File: src/rtl/serial_add_pkg.sv
// Shared types and sizing helpers for the digit-serial adder controller.
package serial_add_pkg;

  typedef enum logic [1:0] {
    ST_IDLE = 2'd0,
    ST_RUN  = 2'd1,
    ST_DONE = 2'd2
  } state_t;

  localparam int DIGIT_W = 2;

  // One extra bit so the counter can represent W/2 itself without wrapping.
  function automatic int cnt_width(input int w);
    return $clog2(w / 2) + 1;
  endfunction

endpackage

File: src/rtl/add_slice2.sv
// Combinational 2-bit adder slice built from two chained full-adder stages.
module add_slice2 (
  input  logic [1:0] x,
  input  logic [1:0] y,
  input  logic       ci,
  output logic [1:0] o,
  output logic       co
);

  logic c0_s;

  // Two ripple full-adder stages
  always_comb begin
    o[0] = x[0] ^ y[0] ^ ci;
    c0_s = (x[0] & y[0]) | (ci & (x[0] ^ y[0]));
    o[1] = x[1] ^ y[1] ^ c0_s;
    co   = (x[1] & y[1]) | (c0_s & (x[1] ^ y[1]));
  end

endmodule

File: src/rtl/serial_add_ctrl.sv
// Digit-serial W-bit adder: one 2-bit slice reused LSB-first, done pulse on completion.
// Optional subtract mode (sub port) enabled by defining SERIAL_ADD_SUB_EN.
module serial_add_ctrl
  import serial_add_pkg::*;
#(
  parameter int W = 8
) (
  input  logic         clk,
  input  logic         rst_b,
  input  logic         start,
  input  logic [W-1:0] a,
  input  logic [W-1:0] b,
  input  logic         cin,
`ifdef SERIAL_ADD_SUB_EN
  input  logic         sub,
`endif
  output logic         busy,
  output logic         done,
  output logic [W-1:0] sum,
  output logic         cout
);

  localparam int CNT_W = cnt_width(W);
  localparam logic [CNT_W-1:0] LAST_CNT = CNT_W'(W / 2 - 1);

  state_t             state_r;
  state_t             next_s;
  logic [W-1:0]       a_r;
  logic [W-1:0]       b_r;
  logic               carry_r;
  logic [CNT_W-1:0]   cnt_r;
  logic [W-1:0]       acc_r;
  logic [W-1:0]       sum_r;
  logic               cout_r;
  logic               busy_r;
  logic               done_r;

  logic               sub_s;
  logic               last_s;
  logic [DIGIT_W-1:0] slice_o_s;
  logic               slice_co_s;
  logic [W-1:0]       acc_next_s;
  logic [W-1:0]       b_load_s;
  logic               carry_load_s;

`ifdef SERIAL_ADD_SUB_EN
  assign sub_s = sub;
`else
  assign sub_s = 1'b0;
`endif

  add_slice2 u_slice (
    .x  (a_r[DIGIT_W-1:0]),
    .y  (b_r[DIGIT_W-1:0]),
    .ci (carry_r),
    .o  (slice_o_s),
    .co (slice_co_s)
  );

  // Operand/carry load values and the shifted result for this digit
  always_comb begin
    last_s     = (cnt_r == LAST_CNT);
    acc_next_s = acc_r >> DIGIT_W;
    acc_next_s[W-1 -: DIGIT_W] = slice_o_s;
    if (sub_s) begin
      // Two's-complement subtract: a + ~b + 1
      b_load_s     = ~b;
      carry_load_s = 1'b1;
    end else begin
      b_load_s     = b;
      carry_load_s = cin;
    end
  end

  // Next-state logic
  always_comb begin
    next_s = state_r;
    case (state_r)
      ST_IDLE: begin
        if (start) begin
          next_s = ST_RUN;
        end else begin
          next_s = ST_IDLE;
        end
      end
      ST_RUN: begin
        if (last_s) begin
          next_s = ST_DONE;
        end else begin
          next_s = ST_RUN;
        end
      end
      ST_DONE: next_s = ST_IDLE;
      default: next_s = ST_IDLE;
    endcase
  end

  // State register and registered status flags
  always_ff @(posedge clk or negedge rst_b) begin
    if (!rst_b) begin
      state_r <= ST_IDLE;
      busy_r  <= 1'b0;
      done_r  <= 1'b0;
    end else begin
      state_r <= next_s;
      busy_r  <= (next_s == ST_RUN);
      done_r  <= (next_s == ST_DONE);
    end
  end

  // Datapath: operand latch, digit shifting, result capture
  always_ff @(posedge clk or negedge rst_b) begin
    if (!rst_b) begin
      a_r     <= {W{1'b0}};
      b_r     <= {W{1'b0}};
      carry_r <= 1'b0;
      cnt_r   <= {CNT_W{1'b0}};
      acc_r   <= {W{1'b0}};
      sum_r   <= {W{1'b0}};
      cout_r  <= 1'b0;
    end else begin
      case (state_r)
        ST_IDLE: begin
          if (start) begin
            a_r     <= a;
            b_r     <= b_load_s;
            carry_r <= carry_load_s;
            cnt_r   <= {CNT_W{1'b0}};
            acc_r   <= {W{1'b0}};
          end
        end
        ST_RUN: begin
          acc_r   <= acc_next_s;
          a_r     <= a_r >> DIGIT_W;
          b_r     <= b_r >> DIGIT_W;
          carry_r <= slice_co_s;
          cnt_r   <= cnt_r + CNT_W'(1);
          // Published outputs move only when the final digit lands
          if (last_s) begin
            sum_r  <= acc_next_s;
            cout_r <= slice_co_s;
          end
        end
        ST_DONE: begin
          cnt_r <= {CNT_W{1'b0}};
        end
        default: begin
          cnt_r <= {CNT_W{1'b0}};
        end
      endcase
    end
  end

  assign busy = busy_r;
  assign done = done_r;
  assign sum  = sum_r;
  assign cout = cout_r;

endmodule

File: config.mk
export PLATFORM = sky130hd
export DESIGN_NAME = serial_add_ctrl
export DESIGN_NICKNAME = d
export VERILOG_FILES = /design/src/rtl/serial_add_pkg.sv /design/src/rtl/add_slice2.sv /design/src/rtl/serial_add_ctrl.sv
export SDC_FILE = /design/constraint.sdc
export NUM_CORES = 1
export LEC_CHECK = 0
export ABC_CLOCK_PERIOD_IN_PS = 1700
export BUFFER_PORTS_ARGS = -buffer_cell sky130_fd_sc_hd__buf_2
export CAP_MARGIN = 10
export CORE_UTILIZATION = 49
export DETAILED_ROUTE_END_ITERATION = 12
export GPL_ROUTABILITY_DRIVEN = 0
export GPL_TIMING_DRIVEN = 0
export PLACE_DENSITY = 0.75
export SETUP_SLACK_MARGIN = 0.15
export SLEW_MARGIN = 10
export SYNTH_ARGS = -nofsm -noshare
export SYNTH_HDL_FRONTEND = slang
export SYNTH_SLANG_ARGS = --single-unit
File: constraint.sdc
create_clock -name clk -period 1.7 [get_ports clk]
set_input_delay 0.34 -clock clk [delete_from_list [all_inputs] [get_ports clk]]
set_output_delay 0.34 -clock clk [all_outputs]
set_load 0.02 [all_outputs]
# ---- Word-level counts from Yosys, hierarchy flattened
# Index checks and enable logic that the tools add are counted.
dict set report classes {
  addsub 1
  n_eq_ne 5
  muxes 13
  bitwise_logic 10
  n_reduce_logical 4
}
# op n
set ops {}
lappend ops {{8-bit case mux with 2 select lines} 3}
lappend ops {{8-bit two-way mux} 3}
lappend ops {{3-bit case mux with 2 select lines} 1}
lappend ops {{1-bit bitwise AND} 4}
lappend ops {{2-bit by 1-bit equality test with 1-bit output, second input constant} 2}
lappend ops {{2-bit case mux with 2 select lines} 1}
lappend ops {{2-bit AND reduction} 2}
lappend ops {{1-bit XOR} 4}
lappend ops {{3-bit by 1-bit adder with 3-bit output, second input constant} 1}
lappend ops {{3-bit by 2-bit equality test with 1-bit output, second input constant} 1}
lappend ops {{3-bit two-way mux} 1}
lappend ops {{2-bit equality test, second input constant} 1}
lappend ops {{2-bit zero test} 1}
lappend ops {{1-bit two-way mux} 2}
lappend ops {{2-bit two-way mux} 1}
lappend ops {{2-bit inequality test, second input constant} 1}
lappend ops {{1-bit bitwise OR} 2}
lappend ops {{1-bit case mux with 2 select lines} 1}
lappend ops {{2-bit nonzero test} 1}
dict set report word_totals {
  reg_bits 41
}

# ---- Logic depth before layout (Yosys ltp)
dict set report logic_depth {
  word_depth 6
  mapped_depth 5
  ltp_nobuf 4
}

# ---- Cells and area by module
# A second synthesis with hierarchy kept.
dict set report hier_totals {
  cells_unflattened 153
  hier_area_um2 1780.5
}
# mod n_inst cells_each area_per_inst_um2 seq_area_each_um2
set modules_own_cells {}
lappend modules_own_cells {serial_add_ctrl 1 143 1710.4 975.9}
lappend modules_own_cells {add_slice2 1 10 70.1 0.0}

# ---- Least setup slack after synthesis
# OpenSTA, ideal clock, no wires.
dict set report synth_path {
  kind {flip-flop to flip-flop}
  from {register a_r[0]}
  to {register sum_r[7] (netlist: sum[7])}
  arrival_time_ns 1.507
  t_required_ns 1.575
  slack_ns 0.069
  path_stages_with_launch 4
  path_buffers 0
  period_less_slack_ns 1.631
  path_cell_list {dfrtp_1 -> fa_1 -> fa_1 -> mux2_2}
}
dict set report synth_between {
  elab_chain_cells 4
}
# item line
set synth_rtl {}
lappend synth_rtl {{start: declaration} serial_add_ctrl.sv:28} ;# logic [W-1:0] a_r;
lappend synth_rtl {{start signal: assignment} serial_add_ctrl.sv:114} ;# a_r <= {W{1'b0}};
lappend synth_rtl {{start signal: assignment} serial_add_ctrl.sv:134} ;# a_r <= a_r >> DIGIT_W;
lappend synth_rtl {{1-bit XOR} add_slice2.sv:15} ;# c0_s = (x[0] & y[0]) | (ci & (x[0] ^ y[0]));
lappend synth_rtl {{1-bit bitwise AND} add_slice2.sv:15}
lappend synth_rtl {{1-bit bitwise OR (*)} add_slice2.sv:15}
lappend synth_rtl {{1-bit XOR (*)} add_slice2.sv:16} ;# o[1] = x[1] ^ y[1] ^ c0_s;
lappend synth_rtl {{named net slice_o_s[1]} serial_add_ctrl.sv:40} ;# logic [DIGIT_W-1:0] slice_o_s;
lappend synth_rtl {{end signal: assignment} serial_add_ctrl.sv:119} ;# sum_r <= {W{1'b0}};
lappend synth_rtl {{end signal: assignment} serial_add_ctrl.sv:140} ;# sum_r <= acc_next_s;
lappend synth_rtl {{end: declaration} serial_add_ctrl.sv:33} ;# logic [W-1:0] sum_r;
# Mark *: on every way through the listed nets, which the timed path passes. The rest lies on a longest branch.
# A chain may end at the register's enable or synchronous reset.

# ---- Worst setup path in the final report
dict set report layout_path {
  from {register carry_r}
  to {register sum_r[7] (netlist: sum[7])}
}
dict set report layout_between {
  elab_chain_cells 3
}
# item line
set layout_rtl {}
lappend layout_rtl {{start: declaration} serial_add_ctrl.sv:30} ;# logic carry_r;
lappend layout_rtl {{start signal: assignment} serial_add_ctrl.sv:127} ;# carry_r <= carry_load_s;
lappend layout_rtl {{start signal: assignment} serial_add_ctrl.sv:136} ;# carry_r <= slice_co_s;
lappend layout_rtl {{1-bit bitwise AND} add_slice2.sv:15}
lappend layout_rtl {{1-bit bitwise OR} add_slice2.sv:15}
lappend layout_rtl {{1-bit XOR} add_slice2.sv:16}
lappend layout_rtl {{named net slice_o_s[1]} serial_add_ctrl.sv:40}
# The timed path passes the listed nets, and every way through them passes these cells.

==> flow_metrics.py <==
metrics = {
    "run_status": {
        "outcome": "finished, final reports clean",
    },
    "timing": {
        "fmax_mhz": 620,
        "timing.final.crit_share": 0.949,
        "final-max-slew-violation-count": 0,
        "finClkSkew_ns": 0.0139,
        "finalSetupViolCount": 0,
        "rsz0062_at_grt": "yes",
        "fin_crit_ns": 1.61,
        "slew-limit-headroom": 0.450,
        "final-hold-violation-count": 0,
        "tns_ns": 0,
        "tightest_slew_ns": 0.826,
    },
    "clock_network": {
        "cts-root-buf": "clkbuf_4",
        "clock_sinks": 39,
        "clk_latency_ns": 0.35,
        "clock_path_buffers": 2,
        "htreeDepth": 2,
        "path_clk_slew_ns": 0.12,
        "cts_tree": "built",
        "cts_hold_buf": 0,
        "cts-buffers-inserted": 5,
    },
    "power_and_ir_drop": {
        "power_density_nw_per_um2": 1920,
        "p_leak_nw": 1.04,
        "peakVddDrop_v": 0.000936,
    },
    "synth": {
        "synth-seq-area-share": 0.574,
        "ys_ff_latch": 39,
        "netlist.area_leader.share": 0.574,
        "synth_area_um2": 1700,
        "synth_cells": 144,
        "synth_area_leaders": "dfrtp_1 57%, a222oi_1 7.1%, mux2_2 6.0%, inv_1 4.6%, a22o_1 3.1%",
        "synth-edff-count": 0,
        "ys_types": 26,
        "synth_top_cell_by_area": "dfrtp_1",
        "synth_commonest_cells": "39 x dfrtp_1, 21 x inv_1, 12 x a222oi_1, 12 x nor2_1, 9 x mux2_2",
        "synth-async-reset-ratio": 1.00,
        "synth_most_common_cell": "dfrtp_1",
        "ys.flop_type": "dfrtp_1",
        "yosysWarnings": 0,
        "synth.avg_cell_area_um2": 11.8,
        "syn-num-nets": 168,
    },
    "placement": {
        "port_buffers": 29,
        "hpwl_mm": 2.40,
        "dp_cells": 219,
    },
    "critical_path": {
        "cp_num_cells": 3,
        "cp_common_cell": "fa_2",
        "reg2reg_from": "carry_r$_DFFE_PN0P_",
        "cp_max_fo": 2,
        "worstPathCellList": "fa_2, fa_2, mux2_2",
        "required_ns": 1.96,
        "cpPeakStageDelay_ns": 0.43,
        "cp.buffers_inverters": 0,
        "worst_r2r_path_depth": 3,
        "cp_top_family": "adder cells",
        "r2r-end": "sum[7]$_DFFE_PN0P_",
        "cp-end-kind": "register",
        "arrival_ns": 1.87,
        "start_kind": "register",
        "critPathKind": "register to register",
        "ff2ff_setup_slack_ns": 0.09,
        "cp_slowest_cell": "dfrtp_1",
    },
    "routing": {
        "drt-vias-per-instance": 5.50,
        "ant_nets": 0,
        "first_pass_iters": 7,
        "num_vias": 1270,
        "routed_wl_mm": 3.52,
        "drc": 0,
        "first_iter_violations": 105,
        "wire_per_inst_um": 15.2,
    },
    "grt": {
        "grtUsageMet2": 0.353,
        "track_usage": 0.214,
        "grt_pass1_wl_mm": 5.57,
        "top_usage_layer": "met2",
        "antenna_found_initial": 0,
        "grt_overflow": 0,
        "grt_max_degree": 40,
        "grtUsageMet3": 0.0426,
        "grtUsageMet1": 0.268,
        "grt_pass1_vias": 1223,
    },
    "layout": {
        "drive_above_1_share": 0.346,
        "final_nets": 208,
        "layout.area.seq_um2": 976,
        "synthToLayoutAreaGrowth_pct": 21.4,
        "multiInputGateArea_um2": 622,
        "antennaDiodeCount": 0,
        "n_fill_cell": 292,
        "finalNonFillerCells": 231,
    },
    "flow_run": {
        "cap_violations": 0,
    },
    "worst_hold_path": {
        "hold_path.class": "input port to async pin",
    },
    "floorplan": {
        "die_w_um": 60.9,
        "start_util": 0.510,
        "row_count": 21,
        "die-height_um": 60.9,
        "io_pins": 31,
        "core_area_um2": 3340,
        "die_area_um2": 3710,
    },
}
## per-stage QoR
step / cell area [um2] / power, mW / hold slack (ns) / util / worst slack [ns]
after floorplan: 1700 / 2.75 / 0.0444 / - / 0.112
after global placement: 1910 / 3.11 / 0.471 / 0.571 / 0.0687
after detailed placement: 1910 / 3.22 / 0.484 / 0.571 / 0.0546
after CTS: 2030 / 3.92 / 0.0999 / 0.609 / 0.0774
after global routing: 2070 / 4.26 / 0.130 / 0.619 / 0.0418
final: 2070 / 3.96 / 0.0709 / 0.619 / 0.0875
## kinds of logic after synthesis
family                   share of synthesized area
flip-flops                                   0.574
AO/OA/AOI/OAI                                0.149
multiplexers                                0.0596
adder cells (fa/ha/maj)                     0.0382
buffers and inverters                       0.0816
AND/OR/NAND/NOR                             0.0978
## sequential cells by signal, indices dropped and copies added, names as in the netlist
signal and flops:
a_r 8, busy 1, done 1, cnt_r 3
cout 1, b_r 8, acc_r 6, state_r 2
carry_r 1, sum 8
## routing by layer
layer  vias up  part of all wire
met1       632              0.41
met2        43              0.51
met4         0             0.025
met3        11             0.048
li1        584                 -
met5         -                 0
## repair_timing
action / 4_1_cts / 5_1_grt
cloned: 1 / 0
pin swaps: 1 / 3
resized for setup: 6 / 6
setup buffers: 2 / 1
setup endpoints to repair: 9 / 10
## power by group
group	internal [mW]	switching [mW]
registers	1.34	0.224
logic	0.852	0.892
clock network	0.347	0.302
total	2.54	1.42
## cell type report
type / instances / area share
clock inverter: 2 / 0.0170
inverter: 21 / 0.0382
timing repair buffer: 33 / 0.0866
tap: 46 / 0.0279
buffer: 10 / 0.0321
sequential: 39 / 0.472
clock buffer: 6 / 0.0248
multi-input combinational: 74 / 0.301
## worst max-delay path by stage
| stage | startpoint | end |
|---|---|---|
| after floorplan | a_r[0]$_DFFE_PN0P_ | sum[7]$_DFFE_PN0P_ |
| after global placement | a_r[0]$_DFFE_PN0P_ | sum[7]$_DFFE_PN0P_ |
| after detailed placement | cnt_r[0]$_DFFE_PN0P_ | sum[4]$_DFFE_PN0P_ |
| after CTS | a_r[0]$_DFFE_PN0P_ | sum[7]$_DFFE_PN0P_ |
| after global routing | carry_r$_DFFE_PN0P_ | sum[7]$_DFFE_PN0P_ |
| final | carry_r$_DFFE_PN0P_ | sum[7]$_DFFE_PN0P_ |
## cell usage in the layout (no fill, tap or decap)
cell       netlist  routed
clkinv_2         0       1
or2_2            2       2
clkbuf_8         0       1
mux2_4           0       4
dfrtp_1         39      39
nor3b_1          1       1
nor4b_1          1       1
clkbuf_1         2       2
a22o_1           6       6
a211oi_1         1       1
nand3b_1         1       1
bufinv_16        0       1
a21oi_1          3       3
inv_1           21      21
buf_4            0       3
ha_4             0       1
fa_2             0       2
clkbuf_4         0       5
nand2b_1         2       2
buf_2            6      34
nand2_1          7       7
nor2b_1          2       2
ha_2             0       1
a222oi_1        12      12
nor2_1          12      12
or3b_1           3       3
o221ai_1         3       3
and2b_1          1       1
o21bai_1         1       1
mux2_2           9       5
o21a_1           2       2
buf_6            2       4
a32o_1           1       1
No activity file was read; power rests on OpenSTA's default activity.
